File: src/rtl/mem_access_unit.sv
// Memory-stage responder: one req/ack bus transaction per accepted op, with byte/half/word
// lane steering, alignment checks, ack timeout and sign/zero-extended load return.
module mem_access_unit #(
    parameter int WORD_W   = 32,
    parameter int MEM_OP_W = 4,
    parameter int TIMEOUT  = 16
) (
    input  logic                clk,
    input  logic                rst_n,
    input  logic                op_valid,
    output logic                op_ready,
    input  logic [MEM_OP_W-1:0] mem_op,
    input  logic [WORD_W-1:0]   addr,
    input  logic [WORD_W-1:0]   wdata,
    output logic                stall,
    output logic                done,
    output logic [WORD_W-1:0]   rdata,
    output logic                err,
    output logic                bus_req,
    output logic                bus_we,
    output logic [3:0]          bus_be,
    output logic [WORD_W-1:0]   bus_addr,
    output logic [WORD_W-1:0]   bus_wdata,
    input  logic                bus_ack,
    input  logic [WORD_W-1:0]   bus_rdata
);

    localparam logic [MEM_OP_W-1:0] MEM_OP_NOP      = MEM_OP_W'(0);
    localparam logic [MEM_OP_W-1:0] MEM_OP_WR_BYTE  = MEM_OP_W'(1);
    localparam logic [MEM_OP_W-1:0] MEM_OP_WR_HALF  = MEM_OP_W'(2);
    localparam logic [MEM_OP_W-1:0] MEM_OP_WR_WORD  = MEM_OP_W'(3);
    localparam logic [MEM_OP_W-1:0] MEM_OP_RD_BYTE  = MEM_OP_W'(4);
    localparam logic [MEM_OP_W-1:0] MEM_OP_RD_BYTEU = MEM_OP_W'(5);
    localparam logic [MEM_OP_W-1:0] MEM_OP_RD_HALF  = MEM_OP_W'(6);
    localparam logic [MEM_OP_W-1:0] MEM_OP_RD_HALFU = MEM_OP_W'(7);
    localparam logic [MEM_OP_W-1:0] MEM_OP_RD_WORD  = MEM_OP_W'(8);

    typedef enum logic [1:0] {IDLE, BUSY, RESP} state_t;

    state_t                state, state_nx;
    logic [7:0]            cnt, cnt_nx;
    logic [MEM_OP_W-1:0]   op_q, op_q_nx;
    logic [1:0]            off_q, off_q_nx;
    logic                  bus_req_nx, bus_we_nx, done_nx, err_nx;
    logic [3:0]            bus_be_nx;
    logic [WORD_W-1:0]     bus_addr_nx, bus_wdata_nx, rdata_nx;

    logic                  dec_known, dec_wr, dec_misalign;
    logic [1:0]            dec_size;
    logic [WORD_W-1:0]     lane_word, load_val;

    // dec_size: 0 = byte, 1 = half, 2 = word; NOP and unknown codes stay unknown
    always_comb begin
        dec_known = 1'b1;
        dec_wr    = 1'b0;
        dec_size  = 2'd0;
        case (mem_op)
            MEM_OP_WR_BYTE:                   begin dec_wr = 1'b1; dec_size = 2'd0; end
            MEM_OP_WR_HALF:                   begin dec_wr = 1'b1; dec_size = 2'd1; end
            MEM_OP_WR_WORD:                   begin dec_wr = 1'b1; dec_size = 2'd2; end
            MEM_OP_RD_BYTE, MEM_OP_RD_BYTEU:  dec_size = 2'd0;
            MEM_OP_RD_HALF, MEM_OP_RD_HALFU:  dec_size = 2'd1;
            MEM_OP_RD_WORD:                   dec_size = 2'd2;
            default:                          dec_known = 1'b0;
        endcase
        dec_misalign = ((dec_size == 2'd1) && addr[0]) ||
                       ((dec_size == 2'd2) && (addr[1:0] != 2'b00));
    end

    always_comb begin
        lane_word = bus_rdata >> {off_q, 3'b000};
        case (op_q)
            MEM_OP_RD_BYTE:  load_val = {{(WORD_W-8){lane_word[7]}}, lane_word[7:0]};
            MEM_OP_RD_BYTEU: load_val = {{(WORD_W-8){1'b0}}, lane_word[7:0]};
            MEM_OP_RD_HALF:  load_val = {{(WORD_W-16){lane_word[15]}}, lane_word[15:0]};
            MEM_OP_RD_HALFU: load_val = {{(WORD_W-16){1'b0}}, lane_word[15:0]};
            MEM_OP_RD_WORD:  load_val = lane_word;
            default:         load_val = '0;
        endcase
    end

    assign op_ready = (state == IDLE);
    assign stall    = (state == BUSY) || ((state == IDLE) && op_valid && dec_known);

    always_comb begin
        state_nx     = state;
        cnt_nx       = cnt;
        op_q_nx      = op_q;
        off_q_nx     = off_q;
        bus_req_nx   = bus_req;
        bus_we_nx    = bus_we;
        bus_be_nx    = bus_be;
        bus_addr_nx  = bus_addr;
        bus_wdata_nx = bus_wdata;
        done_nx      = 1'b0;
        err_nx       = 1'b0;
        rdata_nx     = rdata;
        case (state)
            IDLE: begin
                if (op_valid) begin
                    if (!dec_known || dec_misalign) begin
                        state_nx = RESP;
                        done_nx  = 1'b1;
                        err_nx   = dec_known;
                        rdata_nx = '0;
                    end else begin
                        state_nx    = BUSY;
                        cnt_nx      = 8'd0;
                        op_q_nx     = mem_op;
                        off_q_nx    = addr[1:0];
                        bus_req_nx  = 1'b1;
                        bus_we_nx   = dec_wr;
                        bus_addr_nx = {addr[WORD_W-1:2], 2'b00};
                        case (dec_size)
                            2'd0:    bus_be_nx = 4'b0001 << addr[1:0];
                            2'd1:    bus_be_nx = 4'b0011 << addr[1:0];
                            default: bus_be_nx = 4'b1111;
                        endcase
                        if (!dec_wr)
                            bus_wdata_nx = '0;
                        else if (dec_size == 2'd0)
                            bus_wdata_nx = {(WORD_W/8){wdata[7:0]}};
                        else if (dec_size == 2'd1)
                            bus_wdata_nx = {(WORD_W/16){wdata[15:0]}};
                        else
                            bus_wdata_nx = wdata;
                    end
                end
            end
            BUSY: begin
                cnt_nx = cnt + 8'd1;
                // an ack on the terminal cycle still wins over the timeout
                if (bus_ack || (cnt_nx == 8'(TIMEOUT))) begin
                    state_nx     = RESP;
                    done_nx      = 1'b1;
                    err_nx       = !bus_ack;
                    rdata_nx     = bus_ack ? load_val : '0;
                    bus_req_nx   = 1'b0;
                    bus_we_nx    = 1'b0;
                    bus_be_nx    = 4'b0000;
                    bus_addr_nx  = '0;
                    bus_wdata_nx = '0;
                end
            end
            RESP: begin
                cnt_nx   = 8'd0;
                state_nx = IDLE;
            end
            default: state_nx = IDLE;
        endcase
    end

    always_ff @(posedge clk or negedge rst_n) begin
        if (!rst_n) begin
            state     <= IDLE;
            cnt       <= 8'd0;
            op_q      <= MEM_OP_NOP;
            off_q     <= 2'b00;
            bus_req   <= 1'b0;
            bus_we    <= 1'b0;
            bus_be    <= 4'b0000;
            bus_addr  <= '0;
            bus_wdata <= '0;
            done      <= 1'b0;
            err       <= 1'b0;
            rdata     <= '0;
        end else begin
            state     <= state_nx;
            cnt       <= cnt_nx;
            op_q      <= op_q_nx;
            off_q     <= off_q_nx;
            bus_req   <= bus_req_nx;
            bus_we    <= bus_we_nx;
            bus_be    <= bus_be_nx;
            bus_addr  <= bus_addr_nx;
            bus_wdata <= bus_wdata_nx;
            done      <= done_nx;
            err       <= err_nx;
            rdata     <= rdata_nx;
        end
    end

endmodule
File: config.mk
export PLATFORM = sky130hd
export DESIGN_NAME = mem_access_unit
export DESIGN_NICKNAME = d
export VERILOG_FILES = /design/src/rtl/mem_access_unit.sv
export SDC_FILE = /design/constraint.sdc
export NUM_CORES = 1
export LEC_CHECK = 0
export CAP_MARGIN = 40
export CORE_MARGIN = 4
export CORE_UTILIZATION = 44
export DETAILED_ROUTE_END_ITERATION = 6
export PLACE_DENSITY_LB_ADDON = 0.2
export SYNTH_ARGS = -nofsm -noshare
export SYNTH_HDL_FRONTEND = slang
export SYNTH_SLANG_ARGS = --single-unit
File: constraint.sdc
create_clock -name clk -period 3.28 [get_ports clk]
set_input_delay 0.328 -clock clk [delete_from_list [all_inputs] [get_ports clk]]
set_output_delay 0.328 -clock clk [all_outputs]
set_load 0.005 [all_outputs]
# ---- Word-level counts from Yosys, hierarchy flattened
# Cells that the tools add are included.
dict set report totals {
  output_inout_bits 106
  elab_cells 109
  input_bits 104
  regBits 120
}
dict set report op_classes {
  n_eq_ne 22
  bitwise_logic 1
  reduce_logical 24
  n_mux 46
  addsub 1
  shifts 3
}
# operator n
set ops {}
lappend ops {{$mux W32} 12}
lappend ops {{$pmux W32 S2} 3}
lappend ops {{$pmux W32 S5} 1}
lappend ops {{$eq A4 B3 Y1 const B} 8}
lappend ops {{$shr A32 B5 Y32} 1}
lappend ops {{$pmux W8 S3} 1}
lappend ops {{$mux W8} 2}
lappend ops {{$pmux W4 S2} 2}
lappend ops {{$mux W1} 13}
lappend ops {{$mux W4} 3}
lappend ops {{$add A8 B1 Y8 const B} 1}
lappend ops {{$eq A4 B2 Y1 const B} 2}
lappend ops {{$eq A4 B4 Y1 const B} 2}
lappend ops {{$eq A8 B5 Y1 const B} 1}
lappend ops {{$pmux W1 S2} 4}
lappend ops {{$pmux W2 S2} 2}
lappend ops {{$reduce_and A4 Y1} 2}
lappend ops {{$reduce_or A8 Y1} 1}
lappend ops {{$mux W2} 3}
lappend ops {{$reduce_and A3 Y1} 2}
lappend ops {{$reduce_or A3 Y1} 2}
lappend ops {{$eq A2 B1 Y1 const B} 2}
lappend ops {{$eq A2 B2 Y1 const B} 2}
lappend ops {{$eq A4 B1 Y1 const B} 1}
lappend ops {{13 further kinds} 24}

# ---- Logic depth before layout (Yosys ltp)
# Gate-level depths: netlist of run 1.
dict set report logic_depth {
  word_depth 10
  depth_mapped 8
  ltp_nobuf 6
}

# ---- Worst setup path after synthesis of run 1
# Ideal clock, no wire load.
dict set report synth_path {
  path_type {flip-flop to flip-flop}
  from {reg cnt[0]}
  to {reg bus_addr[17]}
  period_less_slack_ns 2.515
  path_stages_with_launch 9
  required_ns 3.159
  setup_slack_ns 0.765
  arrival_time_ns 2.394
  n_path_buf 2
  setup_ns 0.121
  path_cell_list {dfrtp_1 ha_1 or3_1 a211o_1 a221oi_4 o311ai_1 buf_4 buf_2 a22o_1}
}
dict set report synth_between {
  elab_chain_cells 5
}
# item line_no
set synth_rtl {}
lappend synth_rtl {{start: declaration} 41} ;# logic [7:0] cnt, cnt_nx;
lappend synth_rtl {{start signal: assignment} 169} ;# cnt <= cnt_nx;
lappend synth_rtl {{$add A8 B1 Y8} 131} ;# cnt_nx = cnt + 8'd1;
lappend synth_rtl {{$eq A8 B5 Y1} 133} ;# if (bus_ack || (cnt_nx == 8'(TIMEOUT))) begin
lappend synth_rtl {{$logic_or A1 B1 Y1} 133}
lappend synth_rtl {{$ne A2 B1 Y1 (no source line)} -}
lappend synth_rtl {{$reduce_and A4 Y1 (no source line)} -}
lappend synth_rtl {{end signal: assignment} 175} ;# bus_addr <= bus_addr_nx;
lappend synth_rtl {{end: declaration} 22} ;# output logic [WORD_W-1:0] bus_addr,
# No other way between the ends.
# A chain may end at the register's enable or synchronous reset.

# ---- Worst setup path in the final report of run 1
dict set report layout_path {
  from {reg cnt[0]}
  to {reg bus_addr[3]}
}
# Same word-level chain as after synthesis.

==> summary by stage, run 1 <==
Setup path
Among cell families on the critical path, the largest total delay comes from compound AO/OA/AOI/OAI gates. In this run the worst path has a maximum fanout of 43. The type of element capturing the critical path is a register.

The longest individual stage delay on the worst path is 440 ps. The master of the slowest instance on the critical path is sky130_fd_sc_hd__dfrtp_1. The origin of the critical flop-to-flop path is cnt[0]. The kind of critical path is register to register. The arrival time of data at the critical path endpoint is 3200 ps. The launching element type of the critical path is a register. The number of buffers and inverters on the critical path is 2. STA puts the critical path data required time at 3570 ps.

The signal on the critical path passes through ha_1, or3_1, a211o_1, a221oi_4, o311ai_4, buf_8, buf_12, a22o_1. Tracing the worst setup path back leads to its startpoint at cnt[0].

Yosys
Counting flops with a built-in enable in the synthesized netlist gives 0. Yosys printed 0 warnings. The synthesized design devotes to its leading area cell type ~54% of total area.

The fraction of the yosys area taken by sequential cells is 53.7%. The average instance in the mapped netlist occupies 11.6 sq um. By area the synthesized netlist is led by sky130_fd_sc_hd__dfrtp_1 (54%), sky130_fd_sc_hd__a22o_1 (6.7%), sky130_fd_sc_hd__o2bb2ai_1 (6.4%). Counting flops with an async set or reset pin after synthesis yields a share of 100%. The cell area after synthesis is roughly 5500 sq um. The count of cell types in the netlist is 53. Among all flip-flop cells after synthesis, the most frequent one is sky130_fd_sc_hd__dfrtp_1. The library cell occupying the most area in the post-synthesis netlist is sky130_fd_sc_hd__dfrtp_1.

The gate count after technology mapping is 473. The synthesis-stage register bit count is roughly 120.

Layout
The number of antenna diodes in the final layout is 0. The number of nets at the end of the flow is 788. The non-filler instance count after layout is between 800 and 900. In the layout the commonest cells are sky130_fd_sc_hd__clkdlybuf4s50_1 (206), sky130_fd_sc_hd__dfrtp_1 (118), sky130_fd_sc_hd__a22o_1 (42), sky130_fd_sc_hd__o2bb2ai_1 (40), sky130_fd_sc_hd__mux2i_1 (32).

The fraction of final layout cells sized beyond drive strength 1 is 10.9%. The area growth from synthesis to layout is 53.2%. The leading cell type in the layout, fill and taps excluded is sky130_fd_sc_hd__clkdlybuf4s50_1.

Pwr
The switching power total is between 0.0015 and 0.002 W. The share of total power dissipated in the clock network is 32.2%. The relative contribution of combinational cells to total power is between 30% and 40%. The design draws about 0.0055 W. The share of total power in sequential cells is 36.0%. The static leakage power is 3.61 nW.

In this run switching power makes up 29.1% of total power. The maximum vdd ir drop is 333 uV. The power density of the placed cells is 654 nW/um^2. The internal power is roughly 0.004 W.

Floorplanning
The die outline width is 120 microns. The starting density of the core is between 40% and 50%. The floorplan step defined a core boundary enclosing 12100 sq um. In this run the count of I/O pins placed on the die edge is 210. The full die area is 14400 sq um. The cell row count is 40. The chip height is 120 microns.

STA
Derived from the worst setup path, the maximum achievable clock frequency is 0.343 GHz. The total count of hold-check failures in the final report came to 0. The final number of setup-violating endpoints is 0. The routed design could run at a clock period as short as 2910 ps. Setup repair after global routing left no endpoint under its margin. Clock skew on the completed layout was measured at approximately 8.0 ps. In the final timing run, aggregate negative setup slack is 0 ps. Measured against its own limit, the worst slew margin works out to 50.0%. The total count of max-transition violations in the final report came to 0. The share of the clock period used by the worst path is 88.8%. For the pin with the worst max-slew slack, the measured transition is 750 ps.

Routing
The final routed wirelength across all metal layers is 16600 microns. For this run, design rule violations remaining after detail routing come to 0. The per-cell via count in the routed design is ~5.7. For this run, the detailed router's first-pass iteration total came to 6. The first routing iteration left 431 violations. The remaining antenna violation count after routing is 0. The routed layout has 4920 vias.

In the final routed layout, each cell accounts on average for approximately 19 microns.

Clock tree
The H-tree was split into 4 levels. After clock tree synthesis, the clock-pin slew on the worst setup and hold paths is 50 ps. The number of setup buffers added after CTS is 0.

The quantity of gates resized following cts is 0. The source-to-sink clock delay at the later pin of the worst-skew pair is approximately 400 ps. The CTS sink count is 118. TritonCTS built the clock tree.

Buffers inserted to repair hold after CTS numbered 1. The buffer depth of the longest clock path is 2. The total clock buffers created by CTS is 17.

The buffer cell driving the clock tree root is sky130_fd_sc_hd__clkbuf_16.

Placed design
Once placement completed, the tool counted placed cells totaling 831. Detailed placement finished with a half-perimeter wire length of 11900 microns. The congestion estimate from routability-driven global placement came to just under 0.9. The count of buffers from port buffering is 207.

Outcome
The flow ran to the end, and the final reports show no timing, DRC or antenna violations.

Min path
The worst hold-check path type is register to register. The worst hold path begins at rdata[6].

GRT
Global routing finished with a remaining overflow of 0. The largest net degree at the start of global routing is 57. The overall track demand over capacity in global routing is about a quarter. The initial antenna violation count is 0. The first global-routing pass estimated 27000 microns of wire. The number of global-route vias before repair is just over 5k.

Run
The reported max-cap violation count is 0.
==> layout make-up <==
class	count	area, sq um
Multi-Input combinational cell	301	2350
Timing Repair Buffer	233	2300
Sequential cell	118	2950
Fill cell	916	3680
Clock buffer	21	460
Tap cell	168	210
Inverter	12	45.0
Clock inverter	10	105
==> final timing paths <==
kind / end / slack (ps) / cells past startpoint
worst min register to register: rdata[6] / 490 / 1
worst max-delay path: bus_addr[3] / 370 / 8
max in group asynchronous: bus_wdata[3] / 2000 / 3
min in group asynchronous: rdata[22] / 530 / 2
worst max register to register: bus_addr[3] / 370 / 8
worst min-delay path: rdata[6] / 490 / 1
==> sequential cells by signal, indices dropped and copies added, names as in the netlist <==
signal and cells:
bus_req 1, cnt 8, err 1, state 2, bus_be 4, off_q 2
bus_addr 30, bus_wdata 32, op_q 4, bus_we 1, done 1, rdata 32
==> metal layers <==
metal	GRT usage, %	vias to the layer above	share of wire [%]
li1	-	2246	-
met1	30.0	2409	41
met2	37.6	233	48
met3	7.02	32	7.9
met4	9.38	0	2.2
met5	0	-	0
==> worst reg2reg max path: cells and delay by family, from the launching register on <==
family	cells	cell delay, ps
adders and majority gates	1	300
AOI/OAI and AO/OA	4	1270
DFF	1	440
and+or+nand+nor	1	390
buffers and inverters	2	400
==> cells in the mapped netlist (all sizes together), types with 2 or more instances <==
cell type	count
a22o	42
nand2b	3
buf	16
a222oi	8
o22ai	2
o21ai	19
mux2i	32
nand3b	3
inv	12
nand4	3
a21o	6
nand2	17
dfrtp	118
o311ai	3
nor2b	5
nor4	4
nand3	5
a21oi	27
nor3	10
a221oi	2
mux2	13
o211ai	3
a211o	2
nor2	14
a221o	16
clkbuf	27
o2bb2ai	40
==> power by group through the flow <==
stage	sequential (W)	combinational, W	clock, W
after floorplan	0.00195	0.000849	0
after global placement	0.00198	0.00171	0
after detailed placement	0.00199	0.00176	0
after CTS	0.00198	0.00177	0.00181
after global routing	0.00202	0.00190	0.00187
final	0.00198	0.00175	0.00177
==> cells by family (layout without fill, tap and decap cells) <==
| group | Yosys count | after routing | synth area share [%] |
|---|---|---|---|
| AO/OA/AOI/OAI | 180 | 180 | 26.2 |
| multiplexers | 46 | 46 | 8.89 |
| adder cells (fa/ha/maj) | 1 | 1 | 0.227 |
| XOR/XNOR | 1 | 1 | 0.159 |
| flip-flops | 118 | 118 | 53.7 |
| other | 1 | 2 | 0.0682 |
| AND/OR/NAND/NOR | 71 | 71 | 6.57 |
| buffers and inverters | 55 | 276 | 4.23 |
==> per-stage QoR <==
stage / hold WS, ps / utilization, % / cell area, sq um / worst slack, ps
floorplan: 32.4 / - / 5510 / 765
global placement: 420 / 64.6 / 7820 / 434
detailed placement: 427 / 64.8 / 7850 / 379
CTS: 488 / 69.6 / 8430 / 357
global route: 501 / 69.6 / 8430 / 241
finish: 487 / 69.6 / 8430 / 367
Note: power is estimated with default switching activity, not from simulation.
==> inputs of run 2 (changes only) <==
CTS_CLUSTER_SIZE = 28   (was not set)
PLACE_DENSITY = 0.8   (was not set)
PLACE_DENSITY_LB_ADDON = not set   (was 0.2)
==> summary by stage, run 2 (synthesis results as in run 1) <==
STA
The share of the clock period used by the worst path is 85.9% (-2.9 points). The final number of setup-violating endpoints is 0 (unchanged). The remaining max-slew budget at the tightest pin came to 51.9% (+1.9 points).

Setup repair after global routing left no endpoint under its margin. The transition time of the tightest slew-check pin is 721 ps (-28.9 ps). The total count of hold-check failures in the final report is 0 (unchanged). The peak clock frequency supported by timing is 0.355 GHz (+3.4%).

The clock skew after layout is 7.19 ps (-0.793 ps). The final sum of negative setup slack was 0 ps (unchanged). The clock period minus final worst setup slack was 2820 ps (-96.0 ps).

The final hold slack is 489 ps (+1.92 ps). The total count of max-transition violations in the final report was 0 (unchanged).

GRT
The number of global-route vias before repair is 5098 (+0.079%). The overflow left after global routing is 0 (unchanged). The overall track demand over capacity in global routing was 23.9% (+0.38 points). The first-pass GRT wire length is 27200 microns (+0.77%). The initial antenna violation count is 0 (unchanged).

The largest net degree at the start of global routing is 65 (+14%).

Floorplanning
The cell row count is 40 (unchanged). The die outline width was 120 microns (unchanged). The chip height was 120 microns (unchanged).

The core outline area came to 12100 sq um (unchanged). The starting density of the core is 45.4% (unchanged). The top-level I/O count was 210 (unchanged). The full die area is 14400 sq um (unchanged).

Layout
The leading cell type in the layout, fill and taps excluded is sky130_fd_sc_hd__clkdlybuf4s50_1. In the final layout, the registers with the most flip-flops are bus_wdata x32, rdata x32, bus_addr x30. The number of nets at the end of the flow is 781 (-0.89%). Relative to the synthesized area, the layout overhead comes to 52.7%.

The non-filler instance count after layout is 857 (-0.70%). The top cell types in the final layout, fill and taps aside, are sky130_fd_sc_hd__clkdlybuf4s50_1 (206), sky130_fd_sc_hd__dfrtp_1 (118), sky130_fd_sc_hd__a22o_1 (42), sky130_fd_sc_hd__o2bb2ai_1 (40), sky130_fd_sc_hd__mux2i_1 (32). The fraction of final layout cells sized beyond drive strength 1 is 10.4% (-0.49 points).

The number of antenna cells inserted is 0 (unchanged). The filler cell count in the final layout is 903 (-1.4%). The area of all placed cells without fillers is 8400 sq um (-0.28%).

The share of the core filled with cells in the final layout is 69.4% (-0.20 points).

Routing
The initial detailed-routing violation count is 582 (+35%). The post-detailed-route wirelength per cell came to 20.1 microns (+4.9%). The final routed wirelength across all metal layers came to 17300 microns (+4.2%). The remaining antenna violation count after routing came to 0 (unchanged). The total via count in the routed design is 4984 (+1.3%). The per-cell via count in the routed design was 5.82 (+2.0%). The number of detailed-route iterations in the first pass is 5 (-1). The residual DRC count is 0 (unchanged).

Setup path
The worst setup path is launched from a register. The type of element capturing the critical path is a register. The logic depth of the worst register-to-register path was 7 (-1).

The arrival time of data at the critical path endpoint was 3100 ps (-100 ps). The master of the slowest instance on the critical path is sky130_fd_sc_hd__dfrtp_1. The worst setup path is of the register to register kind.

Traced cell by cell, the critical path runs through ha_1, or3_1, a211o_1, a221oi_4, a211oi_4, buf_8, a221o_1. The origin of the critical flop-to-flop path is cnt[0]. The critical path data required time is 3560 ps (about the same). The maximum net fanout on the critical path came to 17 (-60%). The critical path starts at cnt[0]. The longest individual stage delay on the worst path was 450 ps (about the same).

The worst-case register-to-register setup slack is 460 ps (+100 ps).

Placed design
The global placer's final weighted congestion was 0.931 (+4.8%). The number of instances in the placed design came to 824 (-0.84%). The standard cell area after detailed placement is 7780 sq um (-0.91%). The placed wire-length estimate after detailed placement was 12700 microns (+6.8%). The count of buffers from port buffering is 207 (unchanged).

Clock tree
The CTS sink count came to 118 (unchanged). The CTS clock-pin slew for the worst setup and hold paths is 50 ps (about the same). The buffer cell driving the clock tree root is sky130_fd_sc_hd__clkbuf_16. The source-to-sink clock delay at the later pin of the worst-skew pair is 410 ps (about the same).

The TritonCTS clock tree is built. The total number of H-tree levels is 4 (unchanged). The total clock buffers created by CTS was 17 (unchanged). The buffer depth of the longest clock path was 2 (unchanged).

Min path
The tightest min-delay check is of the register to register type. The startpoint identified for the worst hold timing path is rdata[11]. The instance count along the most critical hold path is 1 (unchanged).

Pwr
The relative contribution of combinational cells to total power was 30.5% (-1.3 points). The switching power total is 0.00170 W (+5.6%). The share of total power in sequential cells was 35.7% (-0.3 points). The power share of the clock group was 33.8% (+1.6 points). The maximum vdd ir drop is 371 uV (+11%). The switching share of power is 29.9% (+0.81 points).

The internal power is 0.00397 W (+1.6%). The power density of the placed cells is 674 nW/um^2 (+3.1%). The static leakage power was 3.58 nW (-0.77%).

Run
The reported max-cap violation count is 0 (unchanged).

Outcome
The run finished with clean final reports.
==> run 2: power by group through the flow <==
stage	registers [W]	logic, W	clock network (W)
floorplan	0.00195	0.000849	0
global placement	0.00203	0.00168	0
detailed placement	0.00203	0.00173	0
CTS	0.00202	0.00174	0.00195
global route	0.00206	0.00184	0.00202
finish	0.00202	0.00173	0.00191
==> run 2: worst max-delay path, delay by kind of cell, from the launching register on <==
family,cells,cell delay (ps)
compound gates,4,1330
flops,1,450
simple gates,1,390
fa+ha+maj,1,300
buf+inv,1,210
==> run 2: worst paths after layout <==
path,to
setup / recovery,rdata[26]
hold / removal,rdata[11]
setup reg to reg,rdata[26]
hold reg to reg,rdata[11]
max in group asynchronous,bus_addr[28]
min in group asynchronous,done
==> run 2: through the flow <==
step	setup slack [ps]	total power (W)
4_1_cts	479	0.00571
5_1_grt	340	0.00592
2_1_floorplan	765	0.00280
3_5_place_dp	499	0.00377
3_3_place_gp	469	0.00371
6_report	463	0.00566
==> run 2: cell type report <==
| cell class | count | area [sq um] | area share [%] |
|---|---|---|---|
| tap | 168 | 210 | 2.50 |
| multi-input combinational | 301 | 2350 | 28.0 |
| clock buffer | 18 | 439 | 5.23 |
| clock inverter | 14 | 174 | 2.07 |
| inverter | 12 | 45.0 | 0.536 |
| sequential | 118 | 2950 | 35.1 |
| timing repair buffer | 226 | 2230 | 26.6 |
==> run 2: layer usage <==
layer	share of wire, %	vias to the layer above	global-route usage, %
li1	-	2240	-
met1	40	2425	28.7
met2	48	287	39.4
met3	9.2	32	7.78
met4	2.5	0	10.4
met5	0	-	0
==> run 2: repair_timing <==
action / 4_1_cts / 5_1_grt
resized for setup: 0 / 0
hold buffers: 1 / 0
setup buffers: 0 / 0
hold endpoints to repair: 10 / 0
endpoints found under the setup margin: 0 / 0
==> inputs of run 3 (changes only) <==
CORE_UTILIZATION = 46   (was 44)
CTS_BUF_LIST = sky130_fd_sc_hd__clkbuf_8   (was not set)
PLACE_DENSITY = 0.83   (was 0.8)
clock period = 3.1 ns   (was 3.28 ns; I/O delays follow)
==> summary by stage, run 3 (synthesis results as in run 1) <==
Outcome
The run finished with clean final reports.

Routing
The initial detailed-routing violation count is 645 (+11%). The per-cell via count in the routed design is 5.99 (+3.0%). The post-detailed-route wirelength per cell was 20.8 microns (+3.2%). The residual DRC count is 0 (unchanged). The number of detailed-route iterations in the first pass is 6 (+1). The total via count in the routed design is 5002 (+0.36%).

The remaining antenna violation count after routing came to 0 (unchanged). The final routed wirelength across all metal layers came to 17400 microns (+0.52%).

Pwr
The relative contribution of combinational cells to total power is 33.1% (+2.6 points). The static leakage power is 3.55 nW (-0.91%). The power share of the clock group is 30.4% (-3.4 points).

The switching power total is 0.00173 W (+1.8%). The share of total power in sequential cells is 36.6% (+0.9 points). The switching share of power is 30.2% (+0.29 points). The internal power is 0.00398 W (+0.36%).

The maximum vdd ir drop is 417 uV (+12%). The power density of the placed cells is 691 nW/um^2 (+2.5%).

Setup path
The start point of the critical path is cnt[0]. The type of element capturing the critical path is a register. The worst setup path is of the register to register kind.

The origin of the critical flop-to-flop path is cnt[0]. The worst setup path is launched from a register. The critical path data required time is 3420 ps (-140 ps). The logic depth of the worst register-to-register path came to 7 (unchanged). The maximum net fanout on the critical path is 40 (+23). The end point of the critical path is bus_wdata[7]. The worst-case register-to-register setup slack was 340 ps (-120 ps).

The endpoint of the lowest-slack register-to-register path is bus_wdata[7]. The arrival time of data at the critical path endpoint is 3080 ps (-20 ps).

Clock tree
The quantity of gates resized following cts was 0 (unchanged). The total number of H-tree levels is 4 (unchanged). The CTS sink count is 118 (unchanged). The CTS clock-pin slew for the worst setup and hold paths is 80 ps (+30 ps). The buffer cell driving the clock tree root is sky130_fd_sc_hd__clkbuf_8. The total clock buffers created by CTS came to 17 (unchanged).

The source-to-sink clock delay at the later pin of the worst-skew pair is 430 ps (+20 ps). TritonCTS built the clock tree. The buffer depth of the longest clock path is 2 (unchanged).

Run
The reported max-cap violation count is 0 (unchanged).

Layout
The share of the core filled with cells in the final layout is 71.4% (+2.0 points). The filler cell count in the final layout is 814 (-9.9%). The fraction of final layout cells sized beyond drive strength 1 is 10.8% (+0.39 points). The largest registers in the layout are bus_wdata x32, rdata x32, bus_addr x30. The number of antenna cells inserted is 0 (unchanged).

The leading cell type in the layout, fill and taps excluded is sky130_fd_sc_hd__clkdlybuf4s50_1. The number of nets at the end of the flow was 784 (+0.38%). The area of all placed cells without fillers was 8260 sq um (-1.7%). In the layout the commonest cells are sky130_fd_sc_hd__clkdlybuf4s50_1 (206), sky130_fd_sc_hd__dfrtp_1 (118), sky130_fd_sc_hd__a22o_1 (42), sky130_fd_sc_hd__o2bb2ai_1 (40), sky130_fd_sc_hd__mux2i_1 (32). The area growth from synthesis to layout is 50.1%.

STA
The total count of max-transition violations in the final report is 0 (unchanged). The final sum of negative setup slack is 0 ps (unchanged). The share of the clock period used by the worst path is 89.0% (+3.2 points). The total count of hold-check failures in the final report is 0 (unchanged). The final number of setup-violating endpoints was 0 (unchanged).

The peak clock frequency supported by timing came to 0.362 GHz (+2.0%). The clock skew after layout is 11.3 ps (+4.15 ps). The clock period minus final worst setup slack was 2760 ps (-56.6 ps). The transition time of the tightest slew-check pin is 702 ps (-19.1 ps).

Setup repair after global routing left no endpoint under its margin. The remaining max-slew budget at the tightest pin is 52.8% (+0.84 points).

Floorplanning
The cell row count is 39 (-2.5%). The die outline width is 117 microns (-2.1%). The starting density of the core was 47.6% (+2.1 points). The core outline area was 11600 sq um (-4.5%). The top-level I/O count was 210 (unchanged).

The full die area is 13800 sq um (-4.1%). The chip height is 117 microns (-2.1%).

GRT
The overall track demand over capacity in global routing is 24.9% (+1.1 points). The overflow left after global routing came to 0 (unchanged). The initial antenna violation count is 0 (unchanged). The largest net degree at the start of global routing was 46 (-29%). The first-pass GRT wire length is 27700 microns (+1.8%). The number of global-route vias before repair is 5225 (+2.5%).

Placed design
The placed wire-length estimate after detailed placement is 12500 microns (-1.6%). The standard cell area after detailed placement is 7760 sq um (-0.31%). The global placer's final weighted congestion is 0.900 (-3.4%). The count of buffers from port buffering was 207 (unchanged).

Min path
The worst hold-check path type is input pin to asynchronous set/reset pin.
run 3: cell count changes in the layout (fill, tap and decap cells not counted), sizes merged:
cell      delta
buf          +3
bufinv       +3
clkinvlp     -4
clkinv       +3
inv          -2
run 3: power by group through the flow:
stage,registers (W),logic [W],clock network (W)
2_1_floorplan,0.00206,0.000898,0
4_1_cts,0.00208,0.00190,0.00176
6_report,0.00209,0.00189,0.00173
3_3_place_gp,0.00209,0.00182,0
3_5_place_dp,0.00210,0.00189,0
5_1_grt,0.00212,0.00202,0.00184
run 3: critical path, stage by stage (launching register included):
cell and delay, ps:
sky130_fd_sc_hd__dfrtp_1 460, sky130_fd_sc_hd__ha_1 300, sky130_fd_sc_hd__or3_1 380, sky130_fd_sc_hd__a211o_1 340, sky130_fd_sc_hd__a221oi_4 450, sky130_fd_sc_hd__o311ai_4 140, sky130_fd_sc_hd__buf_4 290, sky130_fd_sc_hd__a22o_1 280
run 3: per-layer routing:
metal  share of wire (%)  vias up  track usage (%)  wire length, microns
met1                  41     2442             30.7                  7040
met4                 2.7        0             9.60                   469
met3                 8.8       40             9.67                  1530
met2                  48      276             39.8                  8310
li1                    -     2244                -                     -
met5                   0        -                0                     0
run 3: timing repair:
item                                   4_1_cts  5_1_grt
buffers inserted                             0        0
setup endpoints to repair                    0        0
endpoints found under the hold margin       43        0
hold buffers                                 1        0
run 3: per-stage QoR:
step | hold WS [ps] | power (W) | std cells | worst slack [ps]
global placement | 329 | 0.00392 | 799 | 308
CTS | 405 | 0.00574 | 835 | 354
floorplan | 14.4 | 0.00296 | 474 | 585
finish | 417 | 0.00571 | 835 | 340
global route | 438 | 0.00598 | 835 | 194
detailed placement | 339 | 0.00398 | 802 | 215
run 3: cell type report:
class,instances,area [sq um],area share [%]
Clock inverter,14,246,2.98
Sequential cell,118,2950,35.7
Multi-Input combinational cell,301,2350,28.4
Tap cell,143,179,2.17
Clock buffer,18,248,3.00
Timing Repair Buffer,229,2240,27.1
Inverter,12,45.0,0.545
run 3: worst min path at each step:
stage | to | depth (start not counted) | slack, ps
floorplan | bus_addr[10] | 0 | 10
global placement | rdata[20] | 1 | 330
detailed placement | rdata[18] | 1 | 340
CTS | rdata[18] | 2 | 400
global route | bus_addr[20] | 2 | 440
finish | rdata[18] | 2 | 420
